`config.mk`:
```
export PLATFORM = sky130hd
export DESIGN_NAME = sm_0535_uart_receiver
export DESIGN_NICKNAME = d
export VERILOG_FILES = /design/src/rtl/sm_0535_uart_pkg.sv /design/src/rtl/sm_0535_sync_bit.sv /design/src/rtl/sm_0535_uart_receiver.sv
export SDC_FILE = /design/constraint.sdc
export NUM_CORES = 1
export LEC_CHECK = 0
export ABC_AREA = 1
export BUFFER_PORTS_ARGS = -buffer_cell sky130_fd_sc_hd__buf_2
export CAP_MARGIN = 25
export CORE_ASPECT_RATIO = 1.25
export CORE_MARGIN = 3
export CORE_UTILIZATION = 63
export DETAILED_ROUTE_END_ITERATION = 10
export GPL_TIMING_DRIVEN = 0
export PLACE_DENSITY = 0.92
export SYNTH_ARGS = -nofsm -noshare
export SYNTH_HDL_FRONTEND = slang
export SYNTH_HIERARCHICAL = 1
export SYNTH_SLANG_ARGS = --single-unit
export TNS_END_PERCENT = 10
```
`constraint.sdc`:
```
create_clock -name clk -period 4 [get_ports clk]
set_input_delay 0.8 -clock clk [delete_from_list [all_inputs] [get_ports clk]]
set_output_delay 0.8 -clock clk [all_outputs]
set_load 0.005 [all_outputs]
```
`src/rtl/sm_0535_uart_pkg.sv`:
```
// rtl/sm_0535_uart_pkg.sv - shared UART constants, state encoding and ASCII codes
package sm_0535_uart_pkg;

  localparam int CLKS_PER_BIT_DEF = 434;
  localparam int BYTE_W           = 8;

  typedef enum logic [1:0] {
    ST_IDLE  = 2'd0,
    ST_START = 2'd1,
    ST_DATA  = 2'd2,
    ST_STOP  = 2'd3
  } rx_state_e;

  // Command characters exchanged between the uart controller and the base station
  localparam logic [BYTE_W-1:0] ASCII_G    = 8'h47;
  localparam logic [BYTE_W-1:0] ASCII_R    = 8'h52;
  localparam logic [BYTE_W-1:0] ASCII_DASH = 8'h2D;
  localparam logic [BYTE_W-1:0] ASCII_HASH = 8'h23;
  localparam logic [BYTE_W-1:0] ASCII_CR   = 8'h0D;
  localparam logic [BYTE_W-1:0] ASCII_LF   = 8'h0A;

endpackage

```
`src/rtl/sm_0535_sync_bit.sv`:
```
// rtl/sm_0535_sync_bit.sv - N-flop single-bit synchronizer with selectable reset value
module sm_0535_sync_bit #(
  parameter int   N       = 2,
  parameter logic RST_VAL = 1'b1
) (
  input  logic clk,
  input  logic rst,
  input  logic d,
  output logic q
);

  logic [N-1:0] sync_q;
  logic [N-1:0] sync_d;

  always_comb begin
    sync_d = {sync_q[N-2:0], d};
  end

  always_ff @(posedge clk or posedge rst) begin
    if (rst) begin
      sync_q <= {N{RST_VAL}};
    end else begin
      sync_q <= sync_d;
    end
  end

  assign q = sync_q[N-1];

endmodule

```
`src/rtl/sm_0535_uart_receiver.sv`:
```
// rtl/sm_0535_uart_receiver.sv - 8N1 UART receiver with mid-bit sampling and valid/ack holding register
module sm_0535_uart_receiver
  import sm_0535_uart_pkg::*;
#(
  parameter int CLKS_PER_BIT = CLKS_PER_BIT_DEF,
  parameter int SYNC_STAGES  = 2
) (
  input  logic              clk,
  input  logic              rst,
  input  logic              rx_serial,
  output logic [BYTE_W-1:0] rx_byte,
  output logic              rx_data_valid,
  input  logic              rx_ack,
  output logic              rx_frame_err,
  output logic              rx_overrun,
  output logic              rx_busy
);

  localparam int CNT_W = $clog2(CLKS_PER_BIT);
  localparam logic [CNT_W-1:0] CNT_LAST = CNT_W'(CLKS_PER_BIT - 1);
  localparam logic [CNT_W-1:0] CNT_MID  = CNT_W'((CLKS_PER_BIT - 1) / 2);

  logic rxs;

  sm_0535_sync_bit #(
    .N       (SYNC_STAGES),
    .RST_VAL (1'b1)
  ) u_sync (
    .clk (clk),
    .rst (rst),
    .d   (rx_serial),
    .q   (rxs)
  );

  rx_state_e         state_q, state_d;
  logic [CNT_W-1:0]  clk_cnt_q, clk_cnt_d;
  logic [2:0]        bit_idx_q, bit_idx_d;
  logic [BYTE_W-1:0] shift_reg_q, shift_reg_d;
  logic [BYTE_W-1:0] rx_byte_q, rx_byte_d;
  logic              valid_q, valid_d;
  logic              frame_err_q, frame_err_d;
  logic              overrun_q, overrun_d;
  logic              busy_q, busy_d;
  logic              armed_q, armed_d;

  always_comb begin
    state_d     = state_q;
    clk_cnt_d   = clk_cnt_q;
    bit_idx_d   = bit_idx_q;
    shift_reg_d = shift_reg_q;
    rx_byte_d   = rx_byte_q;
    valid_d     = valid_q;
    frame_err_d = 1'b0;
    overrun_d   = overrun_q;
    busy_d      = busy_q;
    armed_d     = armed_q;

    if (rx_ack && valid_q) begin
      valid_d   = 1'b0;
      overrun_d = 1'b0;
    end

    unique case (state_q)
      ST_IDLE: begin
        // A start needs a falling edge: a held-low (break) line must rise first
        if (rxs) begin
          armed_d = 1'b1;
        end else if (armed_q) begin
          armed_d   = 1'b0;
          state_d   = ST_START;
          clk_cnt_d = '0;
          busy_d    = 1'b1;
        end
      end

      ST_START: begin
        if (clk_cnt_q == CNT_MID) begin
          clk_cnt_d = '0;
          if (!rxs) begin
            state_d   = ST_DATA;
            bit_idx_d = 3'd0;
          end else begin
            state_d = ST_IDLE;
            busy_d  = 1'b0;
          end
        end else begin
          clk_cnt_d = clk_cnt_q + CNT_W'(1);
        end
      end

      ST_DATA: begin
        if (clk_cnt_q == CNT_LAST) begin
          clk_cnt_d              = '0;
          shift_reg_d[bit_idx_q] = rxs;
          if (bit_idx_q == 3'd7) begin
            state_d = ST_STOP;
          end else begin
            bit_idx_d = bit_idx_q + 3'd1;
          end
        end else begin
          clk_cnt_d = clk_cnt_q + CNT_W'(1);
        end
      end

      ST_STOP: begin
        if (clk_cnt_q == CNT_LAST) begin
          clk_cnt_d = '0;
          state_d   = ST_IDLE;
          busy_d    = 1'b0;
          if (rxs) begin
            // An ack in this cycle frees the holding register for the new byte
            if (!valid_q || rx_ack) begin
              rx_byte_d = shift_reg_q;
              valid_d   = 1'b1;
            end else begin
              overrun_d = 1'b1;
            end
          end else begin
            frame_err_d = 1'b1;
          end
        end else begin
          clk_cnt_d = clk_cnt_q + CNT_W'(1);
        end
      end

      default: begin
        state_d = ST_IDLE;
        busy_d  = 1'b0;
      end
    endcase
  end

  always_ff @(posedge clk or posedge rst) begin
    if (rst) begin
      state_q     <= ST_IDLE;
      clk_cnt_q   <= '0;
      bit_idx_q   <= '0;
      shift_reg_q <= '0;
      rx_byte_q   <= '0;
      valid_q     <= 1'b0;
      frame_err_q <= 1'b0;
      overrun_q   <= 1'b0;
      busy_q      <= 1'b0;
      armed_q     <= 1'b0;
    end else begin
      state_q     <= state_d;
      clk_cnt_q   <= clk_cnt_d;
      bit_idx_q   <= bit_idx_d;
      shift_reg_q <= shift_reg_d;
      rx_byte_q   <= rx_byte_d;
      valid_q     <= valid_d;
      frame_err_q <= frame_err_d;
      overrun_q   <= overrun_d;
      busy_q      <= busy_d;
      armed_q     <= armed_d;
    end
  end

  assign rx_byte       = rx_byte_q;
  assign rx_data_valid = valid_q;
  assign rx_frame_err  = frame_err_q;
  assign rx_overrun    = overrun_q;
  assign rx_busy       = busy_q;

endmodule
```
==> impl_metrics.prom, run 1 <==
# TYPE chip_impl_metric gauge
chip_impl_metric{name="io_count",unit=""} 16
chip_impl_metric{name="ant_nets",unit=""} 0
chip_impl_metric{name="first_pass_iters",unit=""} 4
chip_impl_metric{name="via_count",unit=""} 1535
chip_impl_metric{name="route.detailed.vias_per_inst",unit=""} 5.42
chip_impl_metric{name="final-hold-violation-count",unit=""} 0
chip_impl_metric{name="initial_core_util",unit=""} 0.678
chip_impl_metric{name="setup-violations-final",unit=""} 0
chip_impl_info{name="setup.worst_path.end_class",value="register"} 1
chip_impl_metric{name="die_height",unit="um"} 66.6
chip_impl_metric{name="vdd_ir_drop_max",unit="mV"} 0.416
chip_impl_metric{name="clkSlewWorstSetupHoldPaths",unit="ns"} 0.10
chip_impl_info{name="criticalPathCategory",value="register to register"} 1
chip_impl_info{name="ys_dominant_reg_cell",value="dfrtp_1"} 1
chip_impl_metric{name="final.setup.tns",unit="ns"} 0
chip_impl_metric{name="placeableCoreArea",unit="mm^2"} 0.00273
chip_impl_metric{name="synth_nets",unit=""} 234
chip_impl_metric{name="final_net_count",unit=""} 257
chip_impl_metric{name="routed_wl",unit="um"} 3490
chip_impl_metric{name="slew_headroom",unit=""} 0.501
chip_impl_metric{name="timing.critical_path.fanout_max",unit=""} 10
chip_impl_metric{name="cts_setup_buffers",unit=""} 0
chip_impl_info{name="grt_setup_unrepaired",value="no"} 1
chip_impl_metric{name="globalRoute.totalOverflow",unit=""} 0
chip_impl_metric{name="cts-root-to-sink-buffers",unit=""} 2
chip_impl_metric{name="layout.area.seq",unit="um^2"} 928
chip_impl_metric{name="power_leakage",unit="nW"} 1.08
chip_impl_info{name="worstSetupStartpointType",value="register"} 1
chip_impl_metric{name="timing_worst_slew_pin_value",unit="ns"} 0.748
chip_impl_metric{name="syn-cell-area",unit="mm^2"} 0.00185
chip_impl_info{name="tritoncts_clock_tree",value="built"} 1
chip_impl_metric{name="track_usage",unit=""} 0.241
chip_impl_metric{name="drt_first_iter_violations",unit=""} 49
chip_impl_metric{name="synth.avg_cell_area",unit="um^2"} 8.23
chip_impl_metric{name="max_freq",unit="GHz"} 0.577
chip_impl_metric{name="yosysWarnings",unit=""} 6
chip_impl_metric{name="cts_hold_repair.buffers",unit=""} 0
chip_impl_info{name="status",value="completed"} 1
chip_impl_metric{name="post_syn_instances",unit=""} 225
chip_impl_metric{name="finalCriticalPeriod",unit="ns"} 1.73
chip_impl_metric{name="worst_ep_required_time",unit="ns"} 4.25
chip_impl_metric{name="fill_cells",unit=""} 220
chip_impl_metric{name="gpl_congestion",unit=""} 0.829
chip_impl_metric{name="post_cts_resized",unit=""} 0
chip_impl_metric{name="num_antenna_cells",unit=""} 0
chip_impl_metric{name="clock_sink_count",unit=""} 37
chip_impl_metric{name="drc",unit=""} 0
chip_impl_metric{name="antenna_found_initial",unit=""} 0
chip_impl_metric{name="floorplan.die.width",unit="um"} 54.5
chip_impl_metric{name="whs",unit="ns"} 0.363
chip_impl_metric{name="synth_edf_count",unit=""} 0
chip_impl_metric{name="ys_seq_area_frac",unit=""} 0.501
chip_impl_metric{name="grt_max_degree",unit=""} 19
chip_impl_metric{name="grt_pass1_vias",unit=""} 1505
chip_impl_metric{name="max_cap_viol_count",unit=""} 0
chip_impl_metric{name="share_of_final_layout_standard_cells_stronger_than_drive_strength_1",unit=""} 0.169
chip_impl_metric{name="wl_per_cell",unit="um"} 12.3
chip_impl_info{name="cts-root-buf",value="clkbuf_4"} 1
chip_impl_metric{name="dp.final_hpwl",unit="um"} 2670
chip_impl_metric{name="multi_input_comb_area",unit="um^2"} 781
chip_impl_metric{name="ys_ff_latch",unit=""} 37
chip_impl_metric{name="clk_latency",unit="ns"} 0.35
chip_impl_metric{name="grt_pass1_wl",unit="um"} 6270
chip_impl_metric{name="clock-skew-final",unit="ns"} 0.00480
chip_impl_info{name="mostFrequentLayoutCells",value="nand2_1 (61), dfrtp_1 (35), inv_1 (33), o21ai_0 (25), nand3_1 (24)"} 1
chip_impl_metric{name="synth.distinct_cells",unit=""} 25
chip_impl_metric{name="h-tree-depth",unit=""} 2
chip_impl_metric{name="areaGrowthSynthToFinish",unit="%"} 10.6
chip_impl_metric{name="critPathArrivalTime",unit="ns"} 1.99
chip_impl_info{name="layout_commonest_cell",value="nand2_1"} 1
chip_impl_metric{name="floorplan.rows",unit=""} 21
chip_impl_metric{name="fp.dieArea",unit="mm^2"} 0.00363
chip_impl_metric{name="slew_violations",unit=""} 0
chip_impl_metric{name="port_buffers",unit=""} 15
chip_impl_metric{name="power_density",unit="mW/mm^2"} 454
chip_impl_info{name="hold_path.class",value="register to register"} 1
chip_impl_metric{name="finalCritPeriodShare",unit=""} 0.433
chip_impl_metric{name="cts_inserted_buffers",unit=""} 5
chip_impl_metric{name="asyncSetResetFlopFracSynth",unit=""} 1.00
## cell families (layout without fill, tap and decap cells)
family / Yosys count / count (layout) / synth area share
simple gates: 109 / 109 / 0.270
buf+inv: 38 / 62 / 0.0770
flops: 37 / 37 / 0.501
compound gates: 34 / 34 / 0.108
fa+ha+maj: 5 / 5 / 0.0338
xor+xnor: 2 / 2 / 0.00946
## Yosys cell counts (3+ instances only)
cell type	number	area, um^2
nand2_1	61	229
dfrtp_1	35	876
inv_1	33	124
o21ai_0	25	125
nand3_1	24	120
nor2_1	11	41.3
ha_1	5	62.6
inv_2	5	18.8
o21ai_2	3	26.3
## worst max-delay path: stages, from the launching register on
cell,delay (ns)
dfrtp_1,0.43
inv_1,0.09
ha_1,0.14
nand2_1,0.08
nor2_4,0.13
nand2_4,0.11
nor3_4,0.34
nand2_4,0.16
nand2_1,0.12
o21ai_2,0.05
## power breakdown
group          switching (W)  total (W)  internal (W)
sequential         0.0000435   0.000457      0.000413
combinational       0.000193   0.000284     0.0000904
clock               0.000122   0.000189     0.0000669
## area by class of cell
cell class | count | share of cell area
clock inverter | 2 | 0.00489
timing repair buffer | 16 | 0.0501
clock buffer | 6 | 0.0202
inverter | 38 | 0.0696
sequential | 37 | 0.453
multi-input combinational | 150 | 0.381
tap | 34 | 0.0208
## sequential cells by signal (all words and copies together), names as in the netlist, named ones only
name	cells
armed_q	1
bit_idx_q	3
clk_cnt_q	9
rx_busy	1
rx_byte	8
rx_data_valid	1
rx_frame_err	1
rx_overrun	1
shift_reg_q	8
state_q	1
u_sync/sync_q	2
## path summary, 6_finish.rpt
check | from | end | slack, ns | cells after the start
max | clk_cnt_q[1] | rx_byte[4] | 2.27 | 9
min | u_sync/sync_q[0] | u_sync/sync_q[1] | 0.36 | 0
max reg2reg | clk_cnt_q[1] | rx_byte[4] | 2.27 | 9
min reg2reg | u_sync/sync_q[0] | u_sync/sync_q[1] | 0.36 | 0
max in group asynchronous | rst | rx_overrun | 2.90 | 3
min in group asynchronous | rst | u_sync/sync_q[1] | 0.46 | 2
## per-layer routing
layer | vias to the layer above | share of wire | GRT usage
met5 | - | 0 | 0
met4 | 0 | 0.043 | 0.125
met3 | 16 | 0.036 | 0.0649
met2 | 33 | 0.50 | 0.406
met1 | 718 | 0.42 | 0.269
li1 | 768 | - | -
## per-stage QoR
step / utilization / power, W / cell area [um^2] / setup WS (ns) / std cells
floorplan: - / 0.000670 / 1850 / 2.42 / 225
global placement: 0.721 / 0.000721 / 1970 / 1.99 / 274
detailed placement: 0.731 / 0.000744 / 2000 / 2.27 / 275
CTS: 0.750 / 0.000937 / 2050 / 2.25 / 283
global route: 0.750 / 0.00100 / 2050 / 2.14 / 283
finish: 0.750 / 0.000929 / 2050 / 2.27 / 283
Note: power is estimated with default switching activity, not from simulation.
==> inputs of run 2 (changes only) <==
--- a/config.mk
+++ b/config.mk
@@ -10,10 +10,10 @@
 export CAP_MARGIN = 25
 export CORE_ASPECT_RATIO = 1.25
 export CORE_MARGIN = 3
-export CORE_UTILIZATION = 63
+export CORE_UTILIZATION = 53
 export DETAILED_ROUTE_END_ITERATION = 10
 export GPL_TIMING_DRIVEN = 0
-export PLACE_DENSITY = 0.92
+export PLACE_DENSITY = 0.83
 export SYNTH_ARGS = -nofsm -noshare
 export SYNTH_HDL_FRONTEND = slang
 export SYNTH_HIERARCHICAL = 1
==> constraint.sdc (replaced) <==
create_clock -name clk -period 1.51 [get_ports clk]
set_input_delay 0.302 -clock clk [delete_from_list [all_inputs] [get_ports clk]]
set_output_delay 0.302 -clock clk [all_outputs]
set_load 0.005 [all_outputs]
==> run 2 against run 1 <==
  * The flow now finishes with violations (negative setup slack)
  * Maximum frequency rose by 15%
  * Count of clock-buffer cells in the layout fell by 1
  * Clock skew fell by 0.0017 ns
  * Total power rose to 2.9 times the previous value
  * Non-clock buffer count rose by 7
  * Sequential share of layout area fell by 4.0 points
  * Worst hold slack got worse by 0.33 ns
  * Final cell count rose by 3.9%
  * Highest routed layer unchanged
==> impl_metrics.prom, run 2 (synthesis gave the netlist of run 1 again) <==
# TYPE chip_impl_metric gauge
chip_impl_info{name="status",value="finished with violations"} 1
chip_impl_info{name="failing_checks",value="negative setup slack"} 1
chip_impl_metric{name="share_of_final_layout_standard_cells_stronger_than_drive_strength_1",unit=""} 0.296
chip_impl_metric{name="h-tree-depth",unit=""} 2
chip_impl_metric{name="fin_ws",unit="ns"} -0.00240
chip_impl_metric{name="num_antenna_cells",unit=""} 0
chip_impl_metric{name="wl_per_cell",unit="um"} 12.3
chip_impl_metric{name="first_pass_iters",unit=""} 4
chip_impl_metric{name="clock-skew-final",unit="ns"} 0.00312
chip_impl_metric{name="fp.dieArea",unit="mm^2"} 0.00424
chip_impl_metric{name="finalCritPeriodShare",unit=""} 1.00
chip_impl_info{name="tritoncts_clock_tree",value="built"} 1
chip_impl_info{name="setup.worst_path.end_class",value="register"} 1
chip_impl_info{name="worstSetupStartpointType",value="register"} 1
chip_impl_info{name="cts-root-buf",value="clkbuf_8"} 1
chip_impl_metric{name="gpl_congestion",unit=""} 0.812
chip_impl_metric{name="power_leakage",unit="nW"} 1.13
chip_impl_metric{name="slew_headroom",unit=""} 0.473
chip_impl_info{name="hold_path.class",value="primary input to async pin"} 1
chip_impl_info{name="layout_commonest_cell",value="nand2_1"} 1
chip_impl_metric{name="initial_core_util",unit=""} 0.564
chip_impl_metric{name="die_height",unit="um"} 72.1
chip_impl_metric{name="postLayoutCellArea",unit="mm^2"} 0.00225
chip_impl_metric{name="largest_register_ffs",unit=""} 9
chip_impl_metric{name="floorplan.rows",unit=""} 23
chip_impl_metric{name="finalCriticalPeriod",unit="ns"} 1.51
chip_impl_metric{name="power_density",unit="mW/mm^2"} 1200
chip_impl_metric{name="max_cap_viol_count",unit=""} 0
chip_impl_info{name="grt_setup_unrepaired",value="yes"} 1
chip_impl_info{name="registers.top_by_ff_count",value="clk_cnt_q"} 1
chip_impl_metric{name="placed_cell_area",unit="mm^2"} 0.00200
chip_impl_metric{name="cts-root-to-sink-buffers",unit=""} 2
chip_impl_metric{name="areaGrowthSynthToFinish",unit="%"} 21.8
chip_impl_metric{name="place_ws",unit="ns"} -0.230
chip_impl_metric{name="clock_sink_count",unit=""} 37
chip_impl_metric{name="final.setup.tns",unit="ns"} -0.00380
chip_impl_metric{name="io_count",unit=""} 16
chip_impl_metric{name="timing_worst_slew_pin_value",unit="ns"} 0.789
chip_impl_metric{name="power_after_layout",unit="W"} 0.00271
chip_impl_metric{name="cts_hold_repair.buffers",unit=""} 0
chip_impl_metric{name="slew_violations",unit=""} 0
chip_impl_metric{name="grt_max_degree",unit=""} 19
chip_impl_metric{name="grt_pass1_vias",unit=""} 1384
chip_impl_metric{name="final-hold-violation-count",unit=""} 0
chip_impl_metric{name="globalRoute.totalOverflow",unit=""} 0
chip_impl_metric{name="clkSlewWorstSetupHoldPaths",unit="ns"} 0.07
chip_impl_metric{name="final_net_count",unit=""} 265
chip_impl_metric{name="timing.critical_path.fanout_max",unit=""} 8
chip_impl_metric{name="grt_pass1_wl",unit="um"} 6180
chip_impl_metric{name="drt_first_iter_violations",unit=""} 52
chip_impl_metric{name="drc",unit=""} 0
chip_impl_metric{name="fill_cells",unit=""} 268
chip_impl_metric{name="placeableCoreArea",unit="mm^2"} 0.00328
chip_impl_metric{name="clk_latency",unit="ns"} 0.29
chip_impl_metric{name="setup-violations-final",unit=""} 2
chip_impl_metric{name="floorplan.die.width",unit="um"} 58.9
chip_impl_metric{name="max_freq",unit="GHz"} 0.661
chip_impl_info{name="mostFrequentLayoutCells",value="nand2_1 (51), dfrtp_1 (32), inv_1 (28), nand3_1 (23), o21ai_0 (22)"} 1
chip_impl_metric{name="worst_ep_required_time",unit="ns"} 1.69
chip_impl_info{name="criticalPathCategory",value="register to register"} 1
chip_impl_metric{name="vdd_ir_drop_max",unit="mV"} 1.09
chip_impl_metric{name="port_buffers",unit=""} 15
chip_impl_metric{name="routed_wl",unit="um"} 3630
chip_impl_metric{name="track_usage",unit=""} 0.193
chip_impl_metric{name="antenna_found_initial",unit=""} 0
chip_impl_metric{name="cts_inserted_buffers",unit=""} 5
chip_impl_metric{name="route.detailed.vias_per_inst",unit=""} 5.20
chip_impl_metric{name="dp.final_hpwl",unit="um"} 2380
chip_impl_metric{name="critPathArrivalTime",unit="ns"} 1.69
chip_impl_metric{name="via_count",unit=""} 1529
chip_impl_metric{name="ant_nets",unit=""} 0
[run 2: changes by cell type in the layout (fill, tap and decap cells not counted), sizes merged]
cell	change
inv	-1
clkinvlp	+2
nand2	+1
clkbuf	-1
buf	+7
[run 2: report_power, final]
part / internal (W) / leakage (nW) / switching (W) / total [W]
registers: 0.00110 / 0.495 / 0.000114 / 0.00121
clock network: 0.000318 / 0.0439 / 0.000349 / 0.000667
logic: 0.000281 / 0.591 / 0.000549 / 0.000830
[run 2: cell type report]
| cell class | count | area (um^2) | share of cell area |
|---|---|---|---|
| Clock buffer | 5 | 68.8 | 0.0305 |
| Multi-Input combinational cell | 151 | 872 | 0.387 |
| Clock inverter | 3 | 17.5 | 0.00777 |
| Tap cell | 37 | 46.3 | 0.0205 |
| Timing Repair Buffer | 23 | 171 | 0.0760 |
| Inverter | 38 | 146 | 0.0649 |
| Sequential cell | 37 | 932 | 0.413 |
[run 2: critical path: stages, from the launching register on]
cell and delay [ns]:
dfstp_2 0.63, clkinvlp_4 0.15, nor3_4 0.24, buf_12 0.17, nand2_8 0.07, nand2_2 0.08, nand2_1 0.05
[run 2: metrics by stage]
step	hold WS, ns	utilization	cells
global route	0.0364	0.687	294
global placement	0.332	0.601	277
detailed placement	0.337	0.610	278
floorplan	0.214	-	225
finish	0.0286	0.687	294
CTS	0.0252	0.672	293
[run 2: timing repair]
| action | in CTS | in global routing |
|---|---|---|
| gates resized for setup | 12 | 20 |
| pin swaps | 8 | 1 |
| buffers inserted | 6 | 1 |
| endpoints found under the setup margin | 19 | 30 |
| gates cloned | 1 | 0 |
[run 2: path summary, 6_finish.rpt]
kind,start,end,slack (ns),cells past startpoint
worst max-delay path,u_sync/sync_q[1],rx_byte[6],-0.002,6
worst min-delay path,rst,u_sync/sync_q[1],0.03,2
worst max register to register,u_sync/sync_q[1],rx_byte[6],-0.002,6
worst min register to register,u_sync/sync_q[0],u_sync/sync_q[1],0.36,0
max in group asynchronous,rst,clk_cnt_q[0],0.79,3
min in group clk,rx_serial,u_sync/sync_q[0],0.10,1
[run 2: layer usage]
| metal | part of all wire | wire, um | GRT usage | vias to the layer above |
|---|---|---|---|---|
| met4 | 0.019 | 70 | 0.108 | 0 |
| met1 | 0.44 | 1610 | 0.258 | 713 |
| met5 | 0 | 0 | 0 | - |
| met3 | 0.036 | 130 | 0.0374 | 5 |
| met2 | 0.50 | 1810 | 0.292 | 32 |
| li1 | - | - | - | 779 |
==> inputs of run 3 (changes only) <==
--- a/config.mk
+++ b/config.mk
@@ -8,12 +8,13 @@
 export ABC_AREA = 1
 export BUFFER_PORTS_ARGS = -buffer_cell sky130_fd_sc_hd__buf_2
 export CAP_MARGIN = 25
-export CORE_ASPECT_RATIO = 1.25
+export CORE_ASPECT_RATIO = 1.4
 export CORE_MARGIN = 3
-export CORE_UTILIZATION = 53
+export CORE_UTILIZATION = 55
+export CTS_BUF_LIST = sky130_fd_sc_hd__clkbuf_8
 export DETAILED_ROUTE_END_ITERATION = 10
 export GPL_TIMING_DRIVEN = 0
-export PLACE_DENSITY = 0.83
+export PLACE_DENSITY = 0.85
 export SYNTH_ARGS = -nofsm -noshare
 export SYNTH_HDL_FRONTEND = slang
 export SYNTH_HIERARCHICAL = 1
==> run 3 against run 2 <==
  * The run still ends with negative setup slack left
  * Maximum frequency down 2.4%
  * Sequential share of layout area up 1.1 points
  * Via count down 0.33%
  * Critical endpoint unchanged
  * Wire length down 5.7%
  * Largest power group unchanged
  * First-iteration DRC count down 17%
==> impl_metrics.prom, run 3 (synthesis gave the netlist of run 1 again) <==
# TYPE chip_impl_metric gauge
chip_impl_metric{name="dp.final_hpwl",unit="um"} 2380
chip_impl_metric{name="num_antenna_cells",unit=""} 0
chip_impl_metric{name="cts_hold_repair.buffers",unit=""} 0
chip_impl_metric{name="placeableCoreArea",unit="mm^2"} 0.00318
chip_impl_metric{name="track_usage",unit=""} 0.205
chip_impl_info{name="status",value="finished with violations"} 1
chip_impl_metric{name="first_pass_iters",unit=""} 4
chip_impl_info{name="setup.worst_path.end_class",value="register"} 1
chip_impl_metric{name="floorplan.die.width",unit="um"} 55.0
chip_impl_metric{name="antenna_found_initial",unit=""} 0
chip_impl_metric{name="share_of_final_layout_standard_cells_stronger_than_drive_strength_1",unit=""} 0.237
chip_impl_metric{name="initial_core_util",unit=""} 0.582
chip_impl_metric{name="cts_inserted_buffers",unit=""} 5
chip_impl_metric{name="vdd_ir_drop_max",unit="mV"} 0.984
chip_impl_metric{name="clkSlewWorstSetupHoldPaths",unit="ns"} 0.08
chip_impl_metric{name="switching_power",unit="W"} 0.000998
chip_impl_metric{name="drc",unit=""} 0
chip_impl_metric{name="largest_register_ffs",unit=""} 9
chip_impl_metric{name="h-tree-depth",unit=""} 2
chip_impl_metric{name="finalCritPeriodShare",unit=""} 1.03
chip_impl_metric{name="power.sequential.fraction",unit=""} 0.444
chip_impl_metric{name="timing.critical_path.fanout_max",unit=""} 7
chip_impl_metric{name="power_after_layout",unit="W"} 0.00271
chip_impl_info{name="failing_checks",value="negative setup slack"} 1
chip_impl_metric{name="die_height",unit="um"} 74.7
chip_impl_info{name="tritoncts_clock_tree",value="built"} 1
chip_impl_metric{name="final-hold-violation-count",unit=""} 0
chip_impl_metric{name="final_net_count",unit=""} 265
chip_impl_info{name="criticalPathCategory",value="register to register"} 1
chip_impl_metric{name="via_count",unit=""} 1524
chip_impl_info{name="mostFrequentLayoutCells",value="nand2_1 (59), dfrtp_1 (35), inv_1 (30), nand3_1 (23), o21ai_0 (20)"} 1
chip_impl_metric{name="max_freq",unit="GHz"} 0.645
chip_impl_metric{name="timing_worst_slew_pin_value",unit="ns"} 0.525
chip_impl_info{name="grt_setup_unrepaired",value="yes"} 1
chip_impl_metric{name="max_cap_viol_count",unit=""} 0
chip_impl_metric{name="wl_per_cell",unit="um"} 11.6
chip_impl_metric{name="grt_max_degree",unit=""} 25
chip_impl_metric{name="clock_sink_count",unit=""} 37
chip_impl_metric{name="postLayoutCellArea",unit="mm^2"} 0.00219
chip_impl_metric{name="power_density",unit="mW/mm^2"} 1240
chip_impl_metric{name="placed_cell_area",unit="mm^2"} 0.00200
chip_impl_metric{name="port_buffers",unit=""} 15
chip_impl_metric{name="grt_pass1_wl",unit="um"} 6000
chip_impl_metric{name="drt_first_iter_violations",unit=""} 43
chip_impl_metric{name="setup-violations-final",unit=""} 5
chip_impl_metric{name="internal_power",unit="W"} 0.00171
chip_impl_metric{name="slew_headroom",unit=""} 0.649
chip_impl_metric{name="io_count",unit=""} 16
chip_impl_metric{name="floorplan.rows",unit=""} 24
chip_impl_metric{name="critPathArrivalTime",unit="ns"} 1.73
chip_impl_metric{name="routed_wl",unit="um"} 3420
chip_impl_info{name="registers.top_by_ff_count",value="clk_cnt_q"} 1
chip_impl_info{name="hold_path.class",value="primary input to async pin"} 1
chip_impl_metric{name="clock_power_share",unit=""} 0.248
chip_impl_metric{name="clock-skew-final",unit="ns"} 0.00608
chip_impl_metric{name="areaGrowthSynthToFinish",unit="%"} 18.0
chip_impl_metric{name="ant_nets",unit=""} 0
chip_impl_metric{name="clk_latency",unit="ns"} 0.29
chip_impl_metric{name="slew_violations",unit=""} 0
chip_impl_metric{name="power_leakage",unit="nW"} 1.13
chip_impl_info{name="worstSetupStartpointType",value="register"} 1
chip_impl_metric{name="layout.core_utilization",unit=""} 0.687
chip_impl_metric{name="globalRoute.totalOverflow",unit=""} 0
chip_impl_info{name="layout_commonest_cell",value="nand2_1"} 1
chip_impl_metric{name="fp.dieArea",unit="mm^2"} 0.00411
chip_impl_metric{name="fin_ws",unit="ns"} -0.0393
chip_impl_metric{name="gpl_congestion",unit=""} 0.857
chip_impl_metric{name="comb_power_share",unit=""} 0.308
chip_impl_metric{name="worst_ep_required_time",unit="ns"} 1.69
chip_impl_info{name="cts-root-buf",value="clkbuf_8"} 1
chip_impl_metric{name="power_switching_share",unit=""} 0.369
chip_impl_metric{name="grt_pass1_vias",unit=""} 1417
chip_impl_metric{name="route.detailed.vias_per_inst",unit=""} 5.15
chip_impl_metric{name="cts-root-to-sink-buffers",unit=""} 2
chip_impl_metric{name="finalCriticalPeriod",unit="ns"} 1.55
## run 3: per-stage QoR
step	setup slack, ns	setup TNS, ns	std cells	hold WS, ns
4_1_cts	-0.0450	-0.137	296	0.0147
2_1_floorplan	-0.0244	-0.0638	225	0.214
3_3_place_gp	-0.203	-2.14	279	0.332
5_1_grt	-0.185	-2.70	296	0.0268
3_5_place_dp	-0.227	-1.88	280	0.336
6_report	-0.0393	-0.0665	296	0.0267
## run 3: area by class of cell
cell class | instances | area, um^2
clock buffers | 5 | 68.8
clock inverters | 3 | 17.5
fillers | 247 | 997
inverters | 38 | 143
multi-input cells | 151 | 821
flip-flops and latches | 37 | 928
well taps | 39 | 48.8
repair buffers | 23 | 159
## run 3: timing repair
item	in CTS	in global routing
gates resized for setup	6	11
setup endpoints to repair	20	31
setup buffers	7	0
gates cloned	1	0
endpoints found under the hold margin	0	0
pin swaps	6	2
## run 3: routing by layer
| layer | up-vias | wire (um) | track usage |
|---|---|---|---|
| met5 | - | 0 | 0 |
| met4 | 0 | 78 | 0.0973 |
| met3 | 7 | 111 | 0.0475 |
| met2 | 27 | 1780 | 0.342 |
| met1 | 704 | 1450 | 0.243 |
| li1 | 786 | - | - |
## run 3: final timing paths
kind	startpoint	end	slack (ns)	depth (start not counted)
min in group clk	rx_serial	u_sync/sync_q[0]	0.11	1
worst min register to register	u_sync/sync_q[0]	u_sync/sync_q[1]	0.36	0
worst max-delay path	clk_cnt_q[1]	rx_byte[6]	-0.04	9
max in group asynchronous	rst	shift_reg_q[3]	0.98	3
worst max register to register	clk_cnt_q[1]	rx_byte[6]	-0.04	9
worst min-delay path	rst	u_sync/sync_q[0]	0.03	2
## run 3: worst max-delay path, cell delays in order (launching register included)
cell and delay [ns]:
dfrtp_1 0.40, inv_2 0.08, ha_4 0.12, nand2_2 0.05
nor2_4 0.10, nand2_4 0.09, nor3_4 0.28, nand2_2 0.16
nand2_1 0.10, nand2_1 0.06
## run 3: power groups by stage
stage               combinational, W  clock (W)  sequential [W]
global route                0.000957   0.000731         0.00122
floorplan                   0.000571          0         0.00120
global placement            0.000703          0         0.00121
detailed placement          0.000733          0         0.00121
CTS                         0.000797   0.000692         0.00120
finish                      0.000834   0.000670         0.00120
